--- src/rtl/imem_fetch_responder.sv ---
// imem_fetch_responder
// Instruction-memory responder for the fetch stage. A direct-mapped
// instruction cache answers one request per cycle with a one-cycle read
// latency. A miss stalls fetch and refills the line from backing memory.
//
// Ports
//   clk, rst_n       : clock (rising edge), asynchronous active-low reset
//   fetch_addr/valid : request from fetch; bits [1:0] of the address ignored
//   flush            : invalidate every line (fence.i)
//   instr_out        : instruction for the request accepted last cycle, or NOP
//   stall            : hold the fetch PC
//   mem_req_*        : line-aligned refill request (valid/ready handshake)
//   mem_resp_*       : refill beats, ascending word order
module imem_fetch_responder #(
    parameter int XLEN  = 32,
    parameter int LINES = 16,
    parameter int WPL   = 4
) (
    input  logic            clk,
    input  logic            rst_n,
    input  logic [XLEN-1:0] fetch_addr,
    input  logic            fetch_valid,
    input  logic            flush,
    output logic [XLEN-1:0] instr_out,
    output logic            stall,
    output logic            mem_req_valid,
    input  logic            mem_req_ready,
    output logic [XLEN-1:0] mem_req_addr,
    input  logic            mem_resp_valid,
    input  logic [XLEN-1:0] mem_resp_data
);
    localparam int OFF_W = $clog2(WPL);
    localparam int IDX_W = $clog2(LINES);
    localparam int TAG_W = XLEN - IDX_W - OFF_W - 2;
    localparam logic [XLEN-1:0] NOP = XLEN'(32'h0000_0013);

    typedef enum logic [1:0] {LOOKUP, MISS_REQ, REFILL} state_t;

    state_t              state_q, state_d;
    logic                pending_q, pending_d;
    logic [XLEN-3:0]     req_addr_q, req_addr_d;   // word address of the request
    logic [LINES-1:0]    valid_q, valid_d;
    logic [OFF_W-1:0]    cnt_q, cnt_d;
    logic                flush_pend_q, flush_pend_d;
    logic                mem_req_valid_q, mem_req_valid_d;
    logic [XLEN-1:0]     mem_req_addr_q, mem_req_addr_d;

    logic [XLEN-1:0]     data_arr [LINES*WPL];
    logic [TAG_W-1:0]    tag_arr  [LINES];
    logic [XLEN-1:0]     rd_data_q;
    logic [TAG_W-1:0]    rd_tag_q;

    logic [OFF_W-1:0]    f_off, r_off;
    logic [IDX_W-1:0]    f_idx, r_idx;
    logic [TAG_W-1:0]    r_tag;
    logic                accept, hit, beat, last_beat;
    logic                unused_addr_bits;

    assign unused_addr_bits = ^fetch_addr[1:0];

    assign f_off = fetch_addr[2 +: OFF_W];
    assign f_idx = fetch_addr[OFF_W+2 +: IDX_W];
    assign r_off = req_addr_q[OFF_W-1:0];
    assign r_idx = req_addr_q[OFF_W +: IDX_W];
    assign r_tag = req_addr_q[XLEN-3 -: TAG_W];

    assign accept    = fetch_valid && !stall;
    // Hit uses the valid bits as they stand this cycle, so a flush
    // raised now only affects lookups from the next cycle on.
    assign hit       = pending_q && valid_q[r_idx] && (rd_tag_q == r_tag);
    assign beat      = (state_q == REFILL) && mem_resp_valid;
    assign last_beat = beat && (cnt_q == OFF_W'(WPL - 1));

    assign mem_req_valid = mem_req_valid_q;
    assign mem_req_addr  = mem_req_addr_q;

    // FSM state register
    always_ff @(posedge clk or negedge rst_n) begin
        if (!rst_n) begin
            state_q <= LOOKUP;
        end else begin
            state_q <= state_d;
        end
    end

    // FSM next state
    always_comb begin
        state_d = state_q;
        case (state_q)
            LOOKUP:   if (pending_q && !hit) state_d = MISS_REQ;
            MISS_REQ: if (mem_req_ready)     state_d = REFILL;
            REFILL:   if (last_beat)         state_d = LOOKUP;
            default:                         state_d = LOOKUP;
        endcase
    end

    // FSM outputs toward fetch
    always_comb begin
        stall     = 1'b0;
        instr_out = NOP;
        case (state_q)
            LOOKUP: begin
                if (pending_q) begin
                    if (hit) instr_out = rd_data_q;
                    else     stall     = 1'b1;
                end
            end
            default: stall = 1'b1;
        endcase
    end

    // Control next state
    always_comb begin
        pending_d       = pending_q;
        req_addr_d      = req_addr_q;
        valid_d         = valid_q;
        cnt_d           = cnt_q;
        flush_pend_d    = flush_pend_q;
        mem_req_valid_d = mem_req_valid_q;
        mem_req_addr_d  = mem_req_addr_q;

        if (accept) begin
            pending_d  = 1'b1;
            req_addr_d = fetch_addr[XLEN-1:2];
        end else if (!stall) begin
            pending_d  = 1'b0;
        end

        if (state_q == LOOKUP && state_d == MISS_REQ) begin
            mem_req_valid_d = 1'b1;
            mem_req_addr_d  = {req_addr_q[XLEN-3:OFF_W], {(OFF_W + 2){1'b0}}};
            flush_pend_d    = 1'b0;
        end

        if (state_q == MISS_REQ && mem_req_ready) begin
            mem_req_valid_d = 1'b0;
            cnt_d           = '0;
        end

        // Counter wraps to zero on the last beat (WPL is a power of two).
        if (beat) cnt_d = cnt_q + OFF_W'(1);

        // A flush seen while the miss is in flight leaves the refilled
        // line invalid so the re-lookup fetches it again.
        if (state_q != LOOKUP && flush) flush_pend_d = 1'b1;
        if (last_beat && !flush_pend_q && !flush) valid_d[r_idx] = 1'b1;
        if (flush) valid_d = '0;
    end

    // Control registers
    always_ff @(posedge clk or negedge rst_n) begin
        if (!rst_n) begin
            pending_q       <= 1'b0;
            req_addr_q      <= '0;
            valid_q         <= '0;
            cnt_q           <= '0;
            flush_pend_q    <= 1'b0;
            mem_req_valid_q <= 1'b0;
            mem_req_addr_q  <= '0;
        end else begin
            pending_q       <= pending_d;
            req_addr_q      <= req_addr_d;
            valid_q         <= valid_d;
            cnt_q           <= cnt_d;
            flush_pend_q    <= flush_pend_d;
            mem_req_valid_q <= mem_req_valid_d;
            mem_req_addr_q  <= mem_req_addr_d;
        end
    end

    // Storage arrays and read registers (not reset). The requested word and
    // tag are captured into the read registers during the refill so the
    // re-lookup sees the new line without another array read.
    always_ff @(posedge clk) begin
        if (accept) begin
            rd_data_q <= data_arr[{f_idx, f_off}];
            rd_tag_q  <= tag_arr[f_idx];
        end
        if (beat) begin
            data_arr[{r_idx, cnt_q}] <= mem_resp_data;
            if (cnt_q == r_off) rd_data_q <= mem_resp_data;
        end
        if (last_beat) begin
            tag_arr[r_idx] <= r_tag;
            rd_tag_q       <= r_tag;
        end
    end
endmodule

--- config.mk ---
export PLATFORM = sky130hd
export DESIGN_NAME = imem_fetch_responder
export DESIGN_NICKNAME = d
export VERILOG_FILES = /design/src/rtl/imem_fetch_responder.sv
export SDC_FILE = /design/constraint.sdc
export NUM_CORES = 2
export LEC_CHECK = 0
export CAP_MARGIN = 40
export CORE_UTILIZATION = 55
export CTS_CLUSTER_SIZE = 20
export DETAILED_ROUTE_END_ITERATION = 8
export PLACE_DENSITY = 0.8
export REMOVE_ABC_BUFFERS = 1
export SLEW_MARGIN = 30
export SYNTH_ARGS = -nofsm -noshare
export SYNTH_HDL_FRONTEND = slang
export SYNTH_SLANG_ARGS = --single-unit
--- constraint.sdc ---
create_clock -name clk -period 3 [get_ports clk]
set_clock_uncertainty 0.05 [all_clocks]
set_input_delay 0.6 -clock clk [delete_from_list [all_inputs] [get_ports clk]]
set_output_delay 0.6 -clock clk [all_outputs]
set_load 0.02 [all_outputs]
==> flow_metrics.tcl <==
set metrics [dict create \
    status "finished with violations" \
    violations "setup timing" \
    finalCriticalPeriod_ns 3.860 \
    power.total_mw 75.58 \
    slowest_stage "dfrtp_1" \
    r2r_cells 8 \
    leakage_nw 38.77 \
    gp_congestion 0.8588 \
    ys_ff_latch 2569 \
    grt_pass1_wl_mm 398.2 \
    holdCritPathClass "in2reg" \
    synthesis.area_um2 98510 \
    place_inst 7115 \
    final_area_um2 117000 \
    use_met1_pct 38.73 \
    worst_pin_slew_ns 0.8411 \
    criticalPathCategory "reg2out" \
    reg2reg_from "req_addr_q[2]" \
    max_stage_delay_ns 0.40 \
    root_buffer "clkbuf_16" \
    cp-start-kind "flip-flop" \
    core_area_um2 177100 \
    grtUsageMet3_pct 7.896 \
    postRouteAntennaNets 0 \
    place_area_um2 108400 \
    overflow 0 \
    clock_sinks 2569 \
    reg2reg_slack_ns 0.01 \
    pre_cts_ws_ns -0.5913 \
    final_common_cell "edfxtp_1" \
    crit_path_max_fanout 7 \
    final_cell_mix "2456 x edfxtp_1, 682 x mux4_2, 301 x buf_4, 231 x clkbuf_16, 217 x buf_12" \
    cts_inserted_buffers 231 \
    syn-instance-count 4379 \
    slew_headroom_pct 43.93 \
    grt_pass1_vias 54011 \
    endpoint_kind "output pin" \
    grt_max_degree 81 \
    cts_buffer_depth 3 \
    grt_util_met2_pct 51.75 \
    maxCapViolCount 0 \
    route.vias.total 52275 \
    die_w_um 425.2 \
    drc 0 \
    synthArstFlopShare_pct 3.153 \
    crit_top_cell "buf_12" \
    ys_types 53 \
    vias_per_cell 6.899 \
    required_ns 2.35 \
    grt_usage_pct 31.65 \
    worstReg2RegEnd "rd_data_q[18]" \
    syn_to_final_growth_pct 18.73 \
    rsz0062_at_grt "yes" \
    synth_edf_count 2456 \
    wire_per_inst_um 37.50 \
    num-nets-final 5100 \
    grt_antenna_before_repair 7 \
    pin_count 136 \
    vdd_ir_drop_max_uv 865.3 \
    dr.first_iter.drc_count 7252 \
    min_from "mem_resp_data[13]" \
    cp_cell_sequence "xnor2_1 > nand4_1 > nor3_2 > buf_4 > nand3_4 > nor2_4 > buf_12 > buf_12 > buf_12 > and2_4 > buf_8" \
    routed_wl_mm 284.1 \
    dieArea_um2 180800 \
    setup_viol 33 \
    clock.fmax_ghz 0.2591 \
    timing.final.crit_share_pct 128.7 \
    crit_arrival_ns 3.21 \
    synthFlopType "edfxtp_1" \
    portBuffers 129 \
    min_to "data_arr[19][13]" \
    layoutNonFillerInstCount 7577 \
    cts_tree "built" \
    holdPathStages 1 \
    dieHeight_um 425.2 \
    hpwl_mm 157.0 \
    yosysSeqAreaShare_pct 77.58 \
    finalWorstSetupSlack_ns -0.8601 \
    start_util_pct 55.63 \
    clock_latency_ns 0.89 \
    grt.busiest_layer "met2" \
    drive_gt1_share_pct 35.40 \
    power_density_nw_per_um2 646.2 \
    rows 154 \
    clk_pin_slew_worst_paths_ns 0.07 \
    drt-pass1-iter-count 5 \
    utilization_pct 66.05 \
    htreeDepth 4 \
    yosys_warnings 0 \
    finalHoldViolCount 0 \
    syn_area_per_cell_um2 22.50 \
    drv_slew 0 \
]
## power by group
part	internal [mW]	leakage, nW	switching, mW
logic	1.88	10.6	2.65
clock network	17.3	3.86	13.7
registers	39.5	24.4	0.517
## logic make-up (layout without fill, tap and decap cells)
family          after synthesis  in the layout  synth area share, %
compound gates              274            274                1.915
xor+xnor                     26             26               0.2312
simple gates                458            458                2.073
other cells                   1              6             0.003807
fa+ha+maj                     1              1              0.01270
flops                      2569           2569                77.58
mux                         798            798                16.84
buf+inv                     252           1105                1.349
## synthesized netlist by cell type, drive strengths merged (26+ instances only)
library cell / number / area, µm²
a21oi: 67 / 335.3
and2: 36 / 225.2
buf: 146 / 930.9
clkbuf: 100 / 375.4
dfrtp: 81 / 2027
dfxtp: 32 / 640.6
edfxtp: 2456 / 73750
mux2: 53 / 596.8
mux2i: 63 / 630.6
mux4: 682 / 15360
nand2: 189 / 709.4
nand3: 27 / 135.1
nor2: 127 / 476.7
nor2b: 29 / 181.4
o22ai: 31 / 193.9
xnor2: 26 / 227.7
## critical path: cells and delay by family, from the launching register on
kind | cells | cell delay (ns)
AND/OR/NAND/NOR | 5 | 0.97
flip-flops | 1 | 0.40
XOR/XNOR | 1 | 0.18
buffers and inverters | 5 | 0.76
## flip-flops by register name, summed over array words and instances, names as in the netlist, 2 cells and up
name,count
rd_data_q,32
req_addr_q,30
data_arr,2048
rd_tag_q,24
valid_q,16
cnt_q,2
state_q,2
tag_arr,384
mem_req_addr,28
## cell type report
class | count | area (µm²)
antenna | 2 | 5.005
clock buffer | 286 | 6117
clock inverter | 153 | 1881
fill | 10184 | 60120
inverter | 6 | 27.53
multi-input combinational | 1561 | 21560
sequential | 2569 | 76420
tap | 2340 | 2928
timing repair buffer | 660 | 8026
## routing by layer
layer / up-vias / part of all wire, %
li1: 19772 / -
met1: 26995 / 31
met2: 4482 / 49
met3: 1020 / 13
met4: 6 / 6.7
met5: - / 0.015
## worst max-delay path by stage
stage | start | to | slack (ns) | depth (start not counted)
2_1_floorplan | fetch_addr[5] | rd_data_q[15] | -2.07 | 7
3_3_place_gp | req_addr_q[28] | instr_out[18] | -0.58 | 9
3_5_place_dp | req_addr_q[15] | instr_out[17] | -0.59 | 9
4_1_cts | rd_tag_q[17] | instr_out[15] | -0.88 | 11
5_1_grt | rd_tag_q[17] | instr_out[15] | -0.98 | 11
6_report | req_addr_q[7] | instr_out[15] | -0.86 | 11
## timing repair
item | 4_1_cts | 5_1_grt
pin swaps | 5 | 2
endpoints found under the setup margin | 42 | 42
hold buffers | 2 | 1
hold endpoints to repair | 57 | 9
cloned | 2 | 0
gates resized for setup | 190 | 19
setup buffers | 9 | 4
## per-stage QoR
step                      hold WS [ns]  setup TNS [ns]
after floorplan                 0.2544         -441.38
after global placement          0.4223          -19.34
after detailed placement        0.4354          -20.40
after CTS                      0.01160          -27.32
after global routing          0.007554          -31.45
final                          0.03372          -26.79
Note: power is estimated with default switching activity, not from simulation.
